[config.mk]
export PLATFORM = sky130hd
export DESIGN_NAME = tap_delay_sequencer
export DESIGN_NICKNAME = d
export VERILOG_FILES = /design/src/rtl/tap_delay_sequencer.sv
export SDC_FILE = /design/constraint.sdc
export NUM_CORES = 1
export LEC_CHECK = 0
export CAP_MARGIN = 10
export CORE_MARGIN = 4
export CORE_UTILIZATION = 35
export DETAILED_ROUTE_END_ITERATION = 6
export GPL_TIMING_DRIVEN = 0
export PLACE_DENSITY = 0.53
export SLEW_MARGIN = 15
export SYNTH_ARGS = -nofsm -noshare
export SYNTH_HDL_FRONTEND = slang
export SYNTH_SLANG_ARGS = --single-unit
[constraint.sdc]
create_clock -name clk -period 4.26 [get_ports clk]
set_clock_uncertainty 0.1 [all_clocks]
set_input_delay 1.065 -clock clk [delete_from_list [all_inputs] [get_ports clk]]
set_output_delay 1.065 -clock clk [all_outputs]
set_load 0.01 [all_outputs]
[src/rtl/tap_delay_sequencer.sv]
// Sample-history delay line: stores each accepted sample in a circular buffer and
// replays the newest TAPS samples (x[n] .. x[n-TAPS+1]) as a valid/ready tap stream.
module tap_delay_sequencer #(
  parameter int TAPS = 16,
  parameter int AW   = 4
) (
  input  logic          clk,
  input  logic          rst,
  input  logic [15:0]   in_data,
  input  logic          in_valid,
  output logic          in_ready,
  output logic [15:0]   tap_data,
  output logic [AW-1:0] tap_idx,
  output logic          tap_valid,
  input  logic          tap_ready,
  output logic          tap_last,
  input  logic          flush,
  output logic          busy
);

  localparam int DEPTH = 2 ** AW;
  localparam logic [AW-1:0] LAST_K  = AW'(TAPS - 1);
  localparam logic [AW-1:0] CLR_END = '1;

  typedef enum logic [1:0] {
    CLEAR = 2'd0,
    IDLE  = 2'd1,
    SCAN  = 2'd2
  } state_t;

  state_t        state_q;
  logic [15:0]   tap_data_q;
  logic [AW-1:0] tap_idx_q;
  logic          tap_valid_q;
  logic          tap_last_q;
  logic [AW-1:0] wr_ptr_q;
  logic [AW-1:0] clr_cnt_q;
  logic          flush_pend_q;

  logic [15:0]   mem [DEPTH];

  logic          accept;
  logic          tap_hs;
  logic [AW-1:0] k_nxt;
  logic [AW-1:0] rd_addr;
  logic          mem_we;
  logic [AW-1:0] mem_waddr;
  logic [15:0]   mem_wdata;

  assign in_ready  = (state_q == IDLE) & ~flush_pend_q & ~flush;
  assign busy      = (state_q != IDLE);
  assign tap_data  = tap_data_q;
  assign tap_idx   = tap_idx_q;
  assign tap_valid = tap_valid_q;
  assign tap_last  = tap_last_q;

  // tap_idx_q doubles as the scan position k.
  assign accept  = in_valid & in_ready;
  assign tap_hs  = tap_valid_q & tap_ready;
  assign k_nxt   = tap_idx_q + 1'b1;
  assign rd_addr = wr_ptr_q - k_nxt;

  assign mem_we    = (state_q == CLEAR) | accept;
  assign mem_waddr = (state_q == CLEAR) ? clr_cnt_q : wr_ptr_q;
  assign mem_wdata = (state_q == CLEAR) ? 16'd0 : in_data;

  always_ff @(posedge clk) begin
    if (mem_we) mem[mem_waddr] <= mem_wdata;
  end

  always_ff @(posedge clk or posedge rst) begin
    if (rst) begin
      state_q      <= CLEAR;
      tap_data_q   <= '0;
      tap_idx_q    <= '0;
      tap_valid_q  <= 1'b0;
      tap_last_q   <= 1'b0;
      wr_ptr_q     <= '0;
      clr_cnt_q    <= '0;
      flush_pend_q <= 1'b0;
    end else begin
      case (state_q)
        CLEAR: begin
          clr_cnt_q   <= clr_cnt_q + 1'b1;
          tap_valid_q <= 1'b0;
          if (clr_cnt_q == CLR_END) begin
            wr_ptr_q     <= '0;
            flush_pend_q <= 1'b0;
            state_q      <= IDLE;
          end
        end
        IDLE: begin
          if (flush) begin
            clr_cnt_q <= '0;
            state_q   <= CLEAR;
          end else if (accept) begin
            // Newest tap comes straight from the input; the write lands this edge.
            tap_data_q  <= in_data;
            tap_idx_q   <= '0;
            tap_valid_q <= 1'b1;
            tap_last_q  <= (LAST_K == '0);
            state_q     <= SCAN;
          end
        end
        SCAN: begin
          if (flush) flush_pend_q <= 1'b1;
          if (tap_hs) begin
            if (tap_idx_q != LAST_K) begin
              tap_idx_q  <= k_nxt;
              tap_data_q <= mem[rd_addr];
              tap_last_q <= (k_nxt == LAST_K);
            end else begin
              tap_valid_q <= 1'b0;
              tap_last_q  <= 1'b0;
              wr_ptr_q    <= wr_ptr_q + 1'b1;
              if (flush_pend_q | flush) begin
                clr_cnt_q <= '0;
                state_q   <= CLEAR;
              end else begin
                state_q <= IDLE;
              end
            end
          end
        end
        default: state_q <= CLEAR;
      endcase
    end
  end

endmodule
# == After elaboration in Yosys (flattened, before gate mapping) ==
# Memory sizes are Yosys's and may differ from the RTL's.
# Index checks and enable logic that the tools add are counted.
# totals
register_bits,33
mem_bits_rw,256
inputBits,21
out_inout_bits,24
n_memories,1
# memory_table
memory,words,width,rd,rd_ports_with_merged_regs,wr,line_no,rtl
mem,16,16,1,0,1,40,logic [15:0] mem [DEPTH];
# op_classes
add_sub_neg,4
eq_ne,16
mux,43
bitwise_logic,8
n_reduce_logical,11
# ops
cell,n
16-bit 2-to-1 mux,5
4-bit 2-to-1 mux,12
16-bit one-hot mux with 2 select lines,1
"2-bit != test, second input constant",8
4-bit one-hot mux with 2 select lines,2
5-bit AND reduction,3
1-bit 2-to-1 mux,13
"4-bit by 1-bit adder with 4-bit output, second input constant",3
4-bit one-hot mux with 3 select lines,1
4-bit AND reduction,3
2-bit 2-to-1 mux,5
"4-bit equality test, second input constant",2
2-bit one-hot mux with 3 select lines,1
1-bit AND,4
"2-bit by 1-bit != test with 1-bit output, second input constant",2
"4-bit != test, second input constant",1
1-bit one-hot mux with 2 select lines,2
2-bit nonzero test,2
4-bit subtractor,1
"3-bit != test, second input constant",1
1-bit one-hot mux with 3 select lines,1
3-bit AND reduction,1
3-bit nonzero test,1
"2-bit by 1-bit equality test with 1-bit output, second input constant",1
other kinds (4),6

# == Longest topological paths before layout ==
# depth
ltp_word,7
ltp_mapped,10
depth_no_buf,9

# == Worst setup path before layout ==
# OpenSTA, ideal clock, no wires.
# synth_timing
path_type,register -> register
from,"reg tap_idx_q[0], in the netlist tap_idx[0]"
to,"reg tap_data_q[12], in the netlist tap_data[12]"
setup_ns,0.130
arrival_time_ns,2.860
setup_slack_ns,1.170
stages_incl_launch_ff,11
n_path_buf,2
synth_period_minus_slack_ns,3.090
cell_sequence,dfrtp_1 > inv_1 > ha_1 > inv_1 > fa_1 > buf_1 > clkbuf_1 > mux4_2 > mux2_1 > nor4_1 > nor3_1
# synth_between
elab_chain_len,6
word_cells_on_any_way,9
cone_classes,2 x add/sub; 2 x eq/ne; 3 x mux; 1 x reduce/logical; 1 x memory
# synth_lines
element,line_no,rtl
start: declaration,33,logic [AW-1:0] tap_idx_q;
start signal: assignment,109,tap_idx_q <= k_nxt;
4-bit by 1-bit adder with 4-bit output,60,assign k_nxt = tap_idx_q + 1'b1;
4-bit subtractor,61,assign rd_addr = wr_ptr_q - k_nxt;
memory 16 x 16 bit,n/a,
16-bit 2-to-1 mux,108,if (tap_idx_q != LAST_K) begin
16-bit 2-to-1 mux,107,if (tap_hs) begin
16-bit one-hot mux with 2 select lines,82,case (state_q)
end signal: assignment,98,tap_data_q <= in_data;
end signal: assignment,110,tap_data_q <= mem[rd_addr];
end: declaration,32,logic [15:0] tap_data_q;
# Several ways; a longest one is shown, not always the timed one. The select of a mux whose other input is x is not followed.
# A chain may end at the register's enable or synchronous reset.

# == Final worst setup path ==
# layout_timing
from,"reg tap_idx_q[0], in the netlist tap_idx[0]"
to,"reg tap_data_q[11], in the netlist tap_data[11]"
# The elaborated chain is that of the path after synthesis.

==> out/summary.log <==
INFO  worst_setup_path critPathRequiredTime=4590ps
INFO  cts            clock_sink_count=289
INFO  final_layout   layout.filler_cells=3088
INFO  cts            ctsLongestPathBuffers=3
INFO  global_route   grt_first_pass_wirelength=45.17mm
INFO  power_and_ir_drop vdd.ir_drop.worst=339.7uV
INFO  cts            clkTransAtPathRegs=60ps
INFO  floorplan      initial_utilization=0.3537
INFO  route          drt-wirelength-per-cell=23.84microns
INFO  final_layout   antenna_cells=0
INFO  logic_synthesis synth_largest_area_cell=sky130_fd_sc_hd__edfxtp_1
INFO  global_route   grt_usage=0.1567
INFO  placement      dpl.hpwl=19.85mm
INFO  cts            cts_repair_resize_count=0
INFO  placement      routabilityCongestion=0.8209
INFO  route          route.vias.total=6729
INFO  logic_synthesis synth.yosys.warnings=0
INFO  route          firstDrtPassIters=5
INFO  worst_setup_path maximum_fanout_count_along_the_critical_path=10
INFO  logic_synthesis synth.top_cell.area_share=0.6308
INFO  global_route   globalRoute.totalOverflow=0
INFO  floorplan      row_count=68
INFO  final_layout   multi_input_comb_area=3501squm
INFO  global_route   first_global_vias=6926
INFO  timing         timing.final.max_slew_violations=0
INFO  status         outcome=finished clean
INFO  logic_synthesis register_area_share_after_synthesis=0.6986
INFO  timing         unrepaired_setup_endpoints_after_global_routing=no
INFO  logic_synthesis synthesis.area_per_instance=17.66squm
INFO  logic_synthesis synth_edf_count=256
INFO  cts            insertion_delay=540ps
INFO  global_route   number_of_antenna_violations_at_the_first_check_in_global_routing=0
INFO  logic_synthesis primary_ff_master_synth=sky130_fd_sc_hd__edfxtp_1
INFO  logic_synthesis syn_nets=722
INFO  final_layout   finalCoreUtilization=0.4180
INFO  worst_setup_path critPathLaunchType=register
INFO  power_and_ir_drop power_density=709.5nW/um^2
INFO  hold_path      hold_path.class=register to register
INFO  logic_synthesis ys_ff_latch=289
INFO  timing         relSlewSlack=0.2636
INFO  logic_synthesis synthDistinctLibCells=54
INFO  route          viasPerCell=5.353
INFO  timing         final_period_minus_worst_setup_slack=4004ps
INFO  logic_synthesis synth_top_cells_by_area=sky130_fd_sc_hd__edfxtp_1 63%, sky130_fd_sc_hd__mux4_2 12%, sky130_fd_sc_hd__dfrtp_1 6.8%
INFO  power_and_ir_drop power.static_leakage=4.620nW
INFO  floorplan      die_span_y=194.6microns
INFO  floorplan      floorplan.die_area=37870squm
INFO  final_layout   regArea=8513squm
INFO  final_layout   design.final.nets=812
INFO  final_layout   area_growth_syn_to_layout=18.19%
INFO  timing         clock.fmax=249.7MHz
INFO  cts            hold_buffer_count_at_cts=0
INFO  logic_synthesis post_synth_inst_count=690
INFO  cts            clock_h_tree_levels=1
INFO  run            max_cap_check_violation_count=0
INFO  route          route.detailed.drc=0
INFO  global_route   maximum_number_of_pins_on_one_net_before_global_route_repair=29
INFO  cts            postCtsSetupRepairBufs=0
INFO  logic_synthesis mappedNetlistArea=12190squm
INFO  final_layout   final_layout_size_suffix_gt1_frac=0.2481
INFO  route          drtAntennaViolNets=0
INFO  timing         hold_slack=401.8ps
INFO  placement      input_output_buffers=44
INFO  timing         final_min_period_over_clock_period=0.9399
INFO  logic_synthesis synthArstFlopShare=0.1142
INFO  cts            cts_tree=built
INFO  timing         final_hold_violation_count=0
INFO  logic_synthesis yosysMostFrequentCell=sky130_fd_sc_hd__edfxtp_1
INFO  floorplan      placeable_core_region=34460squm
INFO  floorplan      design.portCount=45
INFO  route          wl=29.97mm
INFO  cts            root_buffer=sky130_fd_sc_hd__clkbuf_16
INFO  timing         setup-violations-final=0
INFO  timing         tightestPinTransition=1102ps
INFO  floorplan      die-width=194.6microns
INFO  route          detail_route.iter0.violations=486
INFO  logic_synthesis yosys-top-cells-count=256 x sky130_fd_sc_hd__edfxtp_1, 64 x sky130_fd_sc_hd__mux4_2, 40 x sky130_fd_sc_hd__nor2_1, 33 x sky130_fd_sc_hd__dfrtp_1, 32 x sky130_fd_sc_hd__nor3_1
INFO  cts            numCtsBuffers=30
INFO  worst_setup_path critPathCaptureType=register
INFO  worst_setup_path critPathKind=register to register
INFO  worst_setup_path cp_data_arrival_time=4340ps
metrics by stage:
stage	worst slack (ps)	power, mW	area [sq um]	TNS [ps]	std cells
floorplan	1170	6.380	12190	0	690
global placement	-504.0	7.747	13200	-83940	1189
detailed placement	278.0	7.835	13460	0	1203
CTS	251.3	10.32	14380	0	1257
global route	47.63	10.76	14400	0	1257
finish	255.9	10.22	14400	0	1257
worst max-delay path: stages, from the launching register on:
cell                       delay (ps)
sky130_fd_sc_hd__dfrtp_1          460
sky130_fd_sc_hd__inv_1            120
sky130_fd_sc_hd__ha_1             350
sky130_fd_sc_hd__inv_1             60
sky130_fd_sc_hd__fa_1             480
sky130_fd_sc_hd__buf_1            490
sky130_fd_sc_hd__clkbuf_1         620
sky130_fd_sc_hd__mux4_2           400
sky130_fd_sc_hd__mux2i_1          470
sky130_fd_sc_hd__nand4_1          180
sky130_fd_sc_hd__o2111a_1         150
kinds of logic after synthesis:
logic type	count (synthesis)	share of synthesized area
AND/OR/NAND/NOR	145	0.06263
AO/OA/AOI/OAI	84	0.04877
buffers and inverters	55	0.02053
flip-flops	289	0.6986
multiplexers	100	0.1509
adder cells (fa/ha/maj)	11	0.01191
XOR/XNOR	6	0.006674
state kept, by name, summed over array words and instances, names as in the netlist:
signal / cells
flush_pend_q: 1
mem: 256
tap_last: 1
clr_cnt_q: 4
tap_data: 16
tap_idx: 4
state_q: 2
wr_ptr_q: 4
tap_valid: 1
layout by cell type (no fill, tap or decap), types with 16 or more instances in the layout:
cell,instances
sky130_fd_sc_hd__nor4_1,16
sky130_fd_sc_hd__nor2_1,24
sky130_fd_sc_hd__edfxtp_1,256
sky130_fd_sc_hd__mux2_2,27
sky130_fd_sc_hd__o22ai_1,16
sky130_fd_sc_hd__clkdlybuf4s50_1,44
sky130_fd_sc_hd__clkbuf_16,31
sky130_fd_sc_hd__clkbuf_1,26
sky130_fd_sc_hd__nor3_1,32
sky130_fd_sc_hd__mux4_2,64
sky130_fd_sc_hd__dfrtp_1,33
routing by layer:
metal,wire [microns],GRT usage,vias to the layer above
li1,-,-,2976
met1,13580,0.2228,3538
met2,14260,0.2536,171
met3,1562,0.02808,44
met4,566,0.03724,0
met5,0,0,-
final timing paths:
check	start	slack (ps)	cells after the start	endpoint
min in group asynchronous	rst	650	2	tap_data[1]$_DFFE_PP0P_
min	tap_last$_DFFE_PP0P_	400	1	tap_last$_DFFE_PP0P_
min reg2reg	tap_last$_DFFE_PP0P_	400	1	tap_last$_DFFE_PP0P_
max in group asynchronous	rst	2990	3	tap_data[12]$_DFFE_PP0P_
max reg2reg	tap_idx[0]$_DFFE_PP0P_	260	10	tap_data[11]$_DFFE_PP0P_
max	tap_idx[0]$_DFFE_PP0P_	260	10	tap_data[11]$_DFFE_PP0P_
final cells by class:
class	instances	area share
multi-input combinational	346	0.2431
tap	455	0.03952
buffer	41	0.01372
timing repair buffer	58	0.04500
inverter	14	0.003648
sequential	289	0.5910
clock buffer	43	0.05837
clock inverter	11	0.005646
where the power goes:
group	switching (mW)	leakage [nW]	internal [mW]
Clock	1.03	0.454	1.42
Combinational	2.28	1.41	1.69
Sequential	0.147	2.76	3.66
Total	3.45	4.62	6.77
(Power assumes the default switching activity.)
